==> src/rtl/atoi_pkg.sv <==
// atoi_pkg: shared constants and state type for the decimal ASCII-to-integer
// converter (atoi32) and its multiply-accumulate helper (atoi_mac10).
package atoi_pkg;

  typedef enum logic [1:0] {
    IDLE = 2'd0,
    CONV = 2'd1,
    DONE = 2'd2
  } state_t;

  localparam logic [7:0] ASCII_ZERO = 8'h30;
  localparam logic [7:0] ASCII_NINE = 8'h39;
  localparam logic [7:0] ASCII_NUL  = 8'h00;

  localparam int NDIG  = 10;  // characters per field
  localparam int ACC_W = 36;  // acc*10+9 always fits in 36 bits
  localparam int NUM_W = 32;

endpackage

==> src/rtl/atoi_mac10.sv <==
// atoi_mac10: combinational acc*10 + digit.
//   acc   in  32  running value
//   digit in   4  decimal digit 0..9
//   sum   out 36  full-width result
//   ovf   out  1  result does not fit in 32 bits
module atoi_mac10
  import atoi_pkg::*;
(
  input  logic [NUM_W-1:0] acc,
  input  logic [3:0]       digit,
  output logic [ACC_W-1:0] sum,
  output logic             ovf
);

  logic [ACC_W-1:0] acc_w;

  assign acc_w = {{(ACC_W-NUM_W){1'b0}}, acc};
  // x*10 as x*8 + x*2; no multiplier needed
  assign sum   = (acc_w << 3) + (acc_w << 1) + {{(ACC_W-4){1'b0}}, digit};
  assign ovf   = |sum[ACC_W-1:NUM_W];

endmodule

==> src/rtl/atoi32.sv <==
// atoi32: iterative decimal ASCII-to-integer converter, one char per clock.
//   clk, reset      clock; synchronous active-high reset
//   load            start strobe; samples CHAR0..CHAR9 (CHAR0 most significant)
//   NUM             32-bit result, written only when a conversion completes
//   busy            high while converting
//   done            high from completion until next load/reset
//   err             non-digit (other than NUL) seen; valid while done
//   ovf             value exceeded 2^32-1; valid while done
module atoi32
  import atoi_pkg::*;
(
  input  logic             clk,
  input  logic             reset,
  input  logic             load,
  input  logic [7:0]       CHAR0,
  input  logic [7:0]       CHAR1,
  input  logic [7:0]       CHAR2,
  input  logic [7:0]       CHAR3,
  input  logic [7:0]       CHAR4,
  input  logic [7:0]       CHAR5,
  input  logic [7:0]       CHAR6,
  input  logic [7:0]       CHAR7,
  input  logic [7:0]       CHAR8,
  input  logic [7:0]       CHAR9,
  output logic [NUM_W-1:0] NUM,
  output logic             busy,
  output logic             done,
  output logic             err,
  output logic             ovf
);

  state_t            state;
  logic [NDIG*8-1:0] sreg;   // current char always in the top byte
  logic [3:0]        cnt;
  logic [NUM_W-1:0]  acc;

  logic [7:0]        cur;
  logic              is_dig;
  logic [ACC_W-1:0]  mac_sum;
  logic              mac_ovf;
  logic [NUM_W-1:0]  acc_nx;
  logic              err_nx, ovf_nx;

  assign cur    = sreg[NDIG*8-1 -: 8];
  assign is_dig = (cur >= ASCII_ZERO) && (cur <= ASCII_NINE);

  // for '0'..'9' the low nibble is the digit value
  atoi_mac10 u_mac (
    .acc   (acc),
    .digit (cur[3:0]),
    .sum   (mac_sum),
    .ovf   (mac_ovf)
  );

  always_comb begin
    acc_nx = acc;
    err_nx = err;
    ovf_nx = ovf;
    if (is_dig) begin
      // acc frozen once either flag is up
      if (!err && !ovf) begin
        if (mac_ovf) begin
          ovf_nx = 1'b1;
          acc_nx = '1;
        end else begin
          acc_nx = mac_sum[NUM_W-1:0];
        end
      end
    end else if (cur != ASCII_NUL) begin
      err_nx = 1'b1;
    end
  end

  always_ff @(posedge clk) begin
    if (reset) begin
      state <= IDLE;
      sreg  <= '0;
      cnt   <= '0;
      acc   <= '0;
      NUM   <= '0;
      busy  <= 1'b0;
      done  <= 1'b0;
      err   <= 1'b0;
      ovf   <= 1'b0;
    end else if (load) begin
      state <= CONV;
      sreg  <= {CHAR0, CHAR1, CHAR2, CHAR3, CHAR4,
                CHAR5, CHAR6, CHAR7, CHAR8, CHAR9};
      cnt   <= '0;
      acc   <= '0;
      busy  <= 1'b1;
      done  <= 1'b0;
      err   <= 1'b0;
      ovf   <= 1'b0;
    end else begin
      case (state)
        CONV: begin
          sreg <= sreg << 8;
          cnt  <= cnt + 4'd1;
          acc  <= acc_nx;
          err  <= err_nx;
          ovf  <= ovf_nx;
          if (cnt == 4'(NDIG-1)) begin
            state <= DONE;
            busy  <= 1'b0;
            done  <= 1'b1;
            // err outranks ovf for the value; both flags still reported
            NUM   <= err_nx ? '0 : (ovf_nx ? '1 : acc_nx);
          end
        end
        default: ;  // IDLE and DONE hold everything
      endcase
    end
  end

endmodule

==> config.mk <==
export PLATFORM = sky130hd
export DESIGN_NAME = atoi32
export DESIGN_NICKNAME = d
export VERILOG_FILES = /design/src/rtl/atoi_pkg.sv /design/src/rtl/atoi_mac10.sv /design/src/rtl/atoi32.sv
export SDC_FILE = /design/constraint.sdc
export NUM_CORES = 1
export LEC_CHECK = 0
export CORE_MARGIN = 4
export CORE_UTILIZATION = 35
export CTS_BUF_LIST = sky130_fd_sc_hd__clkbuf_8 sky130_fd_sc_hd__clkbuf_16
export DETAILED_ROUTE_END_ITERATION = 8
export PLACE_DENSITY = 0.65
export SLEW_MARGIN = 20
export SYNTH_ARGS = -nofsm -noshare
export SYNTH_HDL_FRONTEND = slang
export SYNTH_SLANG_ARGS = --single-unit
==> constraint.sdc <==
create_clock -name clk -period 6.9 [get_ports clk]
set_clock_uncertainty 0.05 [all_clocks]
set_input_delay 1.38 -clock clk [delete_from_list [all_inputs] [get_ports clk]]
set_output_delay 1.38 -clock clk [all_outputs]
set_load 0.03 [all_outputs]
**Word level (Yosys, flattened, before mapping)**

Cells that the tools add are included.

- Register bits after elaboration: 153
- Input bits: 83
- Output and inout port bits: 36

- Add/subtract/negate cells: 3
- $lt $le $gt $ge: 2
- Equal/unequal tests: 2
- Multiplexer cells: 18
- Bitwise operators: 1
- Reduce and logical (&&, ||, !) cells: 12

Operators with widths:

| kind | number |
|---|---|
| $mux W32 | 5 |
| $mux W80 | 2 |
| $add A35 B33 Y36 | 1 |
| $add A36 B4 Y36 | 1 |
| $mux W1 | 11 |
| $ge A8 B6 Y1 const B | 1 |
| $le A8 B6 Y1 const B | 1 |
| $reduce_bool A8 Y1 | 1 |
| $add A4 B1 Y4 const B | 1 |
| $eq A4 B4 Y1 const B | 1 |
| $reduce_and A2 Y1 | 2 |
| $reduce_bool A2 Y1 | 2 |
| $reduce_or A4 Y1 | 1 |
| $reduce_and A3 Y1 | 1 |
| $eq A2 B1 Y1 const B | 1 |
| $logic_and A1 B1 Y1 | 2 |
| $logic_not A1 Y1 | 2 |
| $reduce_or A2 Y1 | 1 |
| $not A1 Y1 | 1 |

**Logic depth before layout (Yosys ltp)**

- Word-level depth: 8
- Gate-level depth with buffers: 15

**Hierarchy**

Synthesis repeated with hierarchy kept, for this count alone.

- Cells, all modules: 1069
- Area total of the unflattened synthesis: 8804.7 um^2

By module, submodules not included:

| module | instances | cells each | area each (um^2) | seq. area each (um^2) |
|---|---|---|---|---|
| atoi32 | 1 | 771 | 6526.3 | 3042.9 |
| atoi_mac10 | 1 | 298 | 2278.4 | 0.0 |

**Worst setup path before layout**

OpenSTA, ideal clock, no wires.

- Path type: register to register
- Start point: reg sreg[75]
- End point: reg acc[5]
- Setup time: 138 ps
- Data arrival time: 3313 ps
- Required time: 6712 ps
- Slack: 3398 ps
- Stages on the path, launching flop included: 15
- Clock period less this slack: 3502 ps
- Cell sequence: dfxtp_1 fa_1 inv_1 fa_1 nand2b_1 a21oi_2 o21ai_2 o31ai_4 a21oi_2 o211a_1 nor4_4 and4_1 buf_6 buf_8 a31oi_1

- Word-level cells in the longest chain between the ends: 5
- Elaborated cells on any way between the ends: 8
- Those cells by class: add/sub: 1; order compare: 2; mux: 3; reduce/logical: 2

RTL lines:

| element | RTL line | text |
|---|---|---|
| start, declared | atoi32.sv:33 | `logic [NDIG*8-1:0] sreg;` |
| start signal, assigned | atoi32.sv:87 | `sreg <= {CHAR0, CHAR1, CHAR2, CHAR3, CHAR4,` |
| start signal, assigned | atoi32.sv:98 | `sreg <= sreg << 8;` |
| $add A36 B4 Y36 | atoi_mac10.sv:19 | `assign sum = (acc_w << 3) + (acc_w << 1) + {{(ACC_W-4){1'b0}}, digit};` |
| $reduce_or A4 Y1 | atoi_mac10.sv:20 | `assign ovf = \|sum[ACC_W-1:NUM_W];` |
| $mux W32 | atoi32.sv:62 | `if (mac_ovf) begin` |
| $mux W32 | atoi32.sv:61 | `if (!err && !ovf) begin` |
| $mux W32 (*) | atoi32.sv:59 | `if (is_dig) begin` |
| end signal, assigned | atoi32.sv:100 | `acc <= acc_nx;` |
| end, declared | atoi32.sv:35 | `logic [NUM_W-1:0] acc;` |

Mark *: on every way between the ends. The rest lies on a longest branch, timed or not.
A chain may end at the register's enable or synchronous reset.

**Worst setup path in the final report**

Ends and elaborated chain as after synthesis.

==> flow_metrics.env <==
export IMPL_num_rows=57
export IMPL_overflow=0
export IMPL_grt_pass1_vias=7717
export IMPL_fp_dieH_um=167.2
export IMPL_drc=0
export IMPL_path_class="reg2reg"
export IMPL_peakVddDrop_mv=0.1149
export IMPL_yosysMostFrequentCell="nand2_1"
export IMPL_post_route_min_period_ps=4589
export IMPL_post_drt_via_cell_ratio=5.278
export IMPL_n_antenna_cell=0
export IMPL_avgSynthCellArea_sq_um=7.889
export IMPL_port_buffers=118
export IMPL_antenna_found_initial=0
export IMPL_worst_pin_slew_ps=879.1
export IMPL_power_density_nw_per_um2=187.1
export IMPL_wl_per_cell_um=15.58
export IMPL_crit_top_cell="fa_1"
export IMPL_fin_ws_ps=2311
export IMPL_start_util=0.3604
export IMPL_cts_sinks=152
export IMPL_final_nets=1344
export IMPL_critPathLaunchType="flip-flop"
export IMPL_place_hpwl_mm=16.53
export IMPL_root_buffer="clkbuf_16"
export IMPL_globalplace_congestion=0.9118
export IMPL_tns_ps=0
export IMPL_slowest_stage="and4_1"
export IMPL_ys_types=67
export IMPL_maxCapViolCount=0
export IMPL_maxSlewViolCount=0
export IMPL_p_leak_nw=4.245
export IMPL_syn2layout_area_growth_pct=21.35
export IMPL_clock_latency_ps=420
export IMPL_dieArea_sq_um=27950
export IMPL_path_clk_slew_ps=70
export IMPL_slew_limit_headroom=0.4139
export IMPL_first_pass_iters=5
export IMPL_ys_ff_latch=152
export IMPL_cp_cell_sequence="fa_1 -> inv_1 -> fa_1 -> nand2b_1 -> a21oi_2 -> o21ai_2 -> o31ai_4 -> a21oi_1 -> and3_1 -> nor4_4 -> and4_1 -> buf_4 -> a31oi_1"
export IMPL_synthArstFlopShare=0
export IMPL_post_cts_resized=0
export IMPL_dp_slack_ps=2309
export IMPL_setup_violations=0
export IMPL_synth_edf_count=0
export IMPL_drtIter0Drc=420
export IMPL_grt_max_degree=87
export IMPL_hold_viol=0
export IMPL_path_max_fanout=17
export IMPL_cts_tree="done"
export IMPL_cts_inserted_buffers=17
export IMPL_grt_total_usage=0.1650
export IMPL_outcome="finished, final reports clean"
export IMPL_synth_top_area_share=0.3432
export IMPL_clockBufferDepth=2
export IMPL_io_pin_count=119
export IMPL_rsz0062_at_grt="no"
export IMPL_post_route_period_util=0.6651
export IMPL_ctsHoldBuffers=0
export IMPL_hold_class="reg2reg"
export IMPL_yosys_warnings=0
export IMPL_synth_common_cells="nand2_1 (214), a21oi_1 (192), dfxtp_1 (152)"
export IMPL_yosysTopAreaCell="dfxtp_1"
export IMPL_critPathCaptureType="flip-flop"
export IMPL_cts_setup_buffers=0
export IMPL_arrival_ps=4810
export IMPL_core_sq_um=24600
export IMPL_postRouteAntennaNets=0
export IMPL_yosysSeqAreaShare=0.3432
export IMPL_vias=8081
export IMPL_synthTopCellsByArea="dfxtp_1 (34%), a21oi_1 (11%), ha_1 (9.2%), nand2_1 (9.1%), nor2_1 (5.1%)"
export IMPL_cp_data_required_time_ps=7120
export IMPL_synth_nets=1274
export IMPL_ctsHtreeMaxLevel=4
export IMPL_synthesis_area_sq_um=8867
export IMPL_cp_top_family="simple AND/OR/NAND/NOR gates"
export IMPL_die_w_um=167.2
export IMPL_max_stage_delay_ps=830
export IMPL_drive_gt1_frac=0.08948
export IMPL_postSynthCellCount=1124
export IMPL_synth_ff_type="dfxtp_1"
export IMPL_fmax_ghz=0.2179
export IMPL_drt_wl_total_mm=23.86
export IMPL_critPathBufInv=2
export IMPL_grt_pass1_wl_mm=38.69
==> cell usage in the layout (no fill, tap or decap), types with 7 or more instances in the layout <==
cell,n
clkdlybuf4s50_1,116
xor2_1,12
buf_4,11
xnor2_1,19
o221a_2,8
o211ai_2,25
ha_1,65
o221a_1,20
nor3_1,7
o211ai_1,32
nand2_1,213
dfxtp_1,152
o21ai_1,7
nand3_1,7
o21ai_0,50
inv_1,13
nor2_1,118
clkbuf_16,17
a21oi_1,192
==> registers in the layout, summed over array words and instances (netlist names) <==
| signal | flops |
|---|---|
| NUM | 32 |
| acc | 32 |
| cnt | 4 |
| err | 1 |
| ovf | 1 |
| sreg | 80 |
| state | 2 |
==> final timing paths <==
check	cells after the start	slack, ps	to	startpoint
max	13	2310	acc[5]$_SDFFE_PP0P_	sreg[75]$_SDFFE_PP0P_
min	2	410	NUM[22]$_SDFFE_PP0P_	NUM[22]$_SDFFE_PP0P_
max reg2reg	13	2310	acc[5]$_SDFFE_PP0P_	sreg[75]$_SDFFE_PP0P_
min reg2reg	2	410	NUM[22]$_SDFFE_PP0P_	NUM[22]$_SDFFE_PP0P_
==> worst reg2reg max path, delay by kind of cell, from the launching register on <==
family / cells / cell delay, ps
compound gates: 5 / 890
fa+ha+maj: 2 / 1030
buf+inv: 2 / 490
flops: 1 / 360
simple gates: 4 / 1610
==> metal layers <==
metal,up-vias,global-route usage,routed length (um)
met4,0,0.03246,207
met5,-,0,0
li1,4140,-,-
met2,158,0.2779,11320
met3,16,0.05304,1423
met1,3767,0.2094,10900
==> where the power goes <==
part	switching (mW)	internal, mW	total, mW	leakage [nW]
registers	0.0175	0.906	0.923	1.24
clock network	0.426	0.488	0.913	0.278
logic	0.0965	0.0801	0.177	2.73
total	0.540	1.47	2.01	4.25
==> stage by stage <==
| stage | utilization | cell area [sq um] | power (mW) | hold slack [ps] | std cells |
|---|---|---|---|---|---|
| 2_1_floorplan | - | 8867 | 1.045 | 429.4 | 1124 |
| 4_1_cts | 0.4373 | 10760 | 2.042 | 414.9 | 1531 |
| 3_5_place_dp | 0.4140 | 10190 | 1.121 | 395.5 | 1499 |
| 6_report | 0.4373 | 10760 | 2.014 | 413.5 | 1531 |
| 5_1_grt | 0.4373 | 10760 | 2.097 | 435.5 | 1531 |
| 3_3_place_gp | 0.4140 | 10190 | 1.120 | 400.1 | 1499 |
==> final cells by class <==
class | count | area [sq um]
Fill cell | 2471 | 13840
Multi-Input combinational cell | 882 | 5441
Timing Repair Buffer | 128 | 1249
Clock inverter | 14 | 133.9
Tap cell | 324 | 405.4
Inverter | 13 | 48.80
Clock buffer | 18 | 439.2
Sequential cell | 152 | 3043
==> cell families after synthesis <==
| family | count (synthesis) | share of synthesized area |
|---|---|---|
| AOI/OAI and AO/OA | 389 | 0.2924 |
| xor gates and xnor gates | 31 | 0.03062 |
| adders and majority gates | 67 | 0.09623 |
| buffers and inverters | 90 | 0.04628 |
| DFF | 152 | 0.3432 |
| and+or+nand+nor | 395 | 0.1913 |
(Power assumes the default switching activity.)
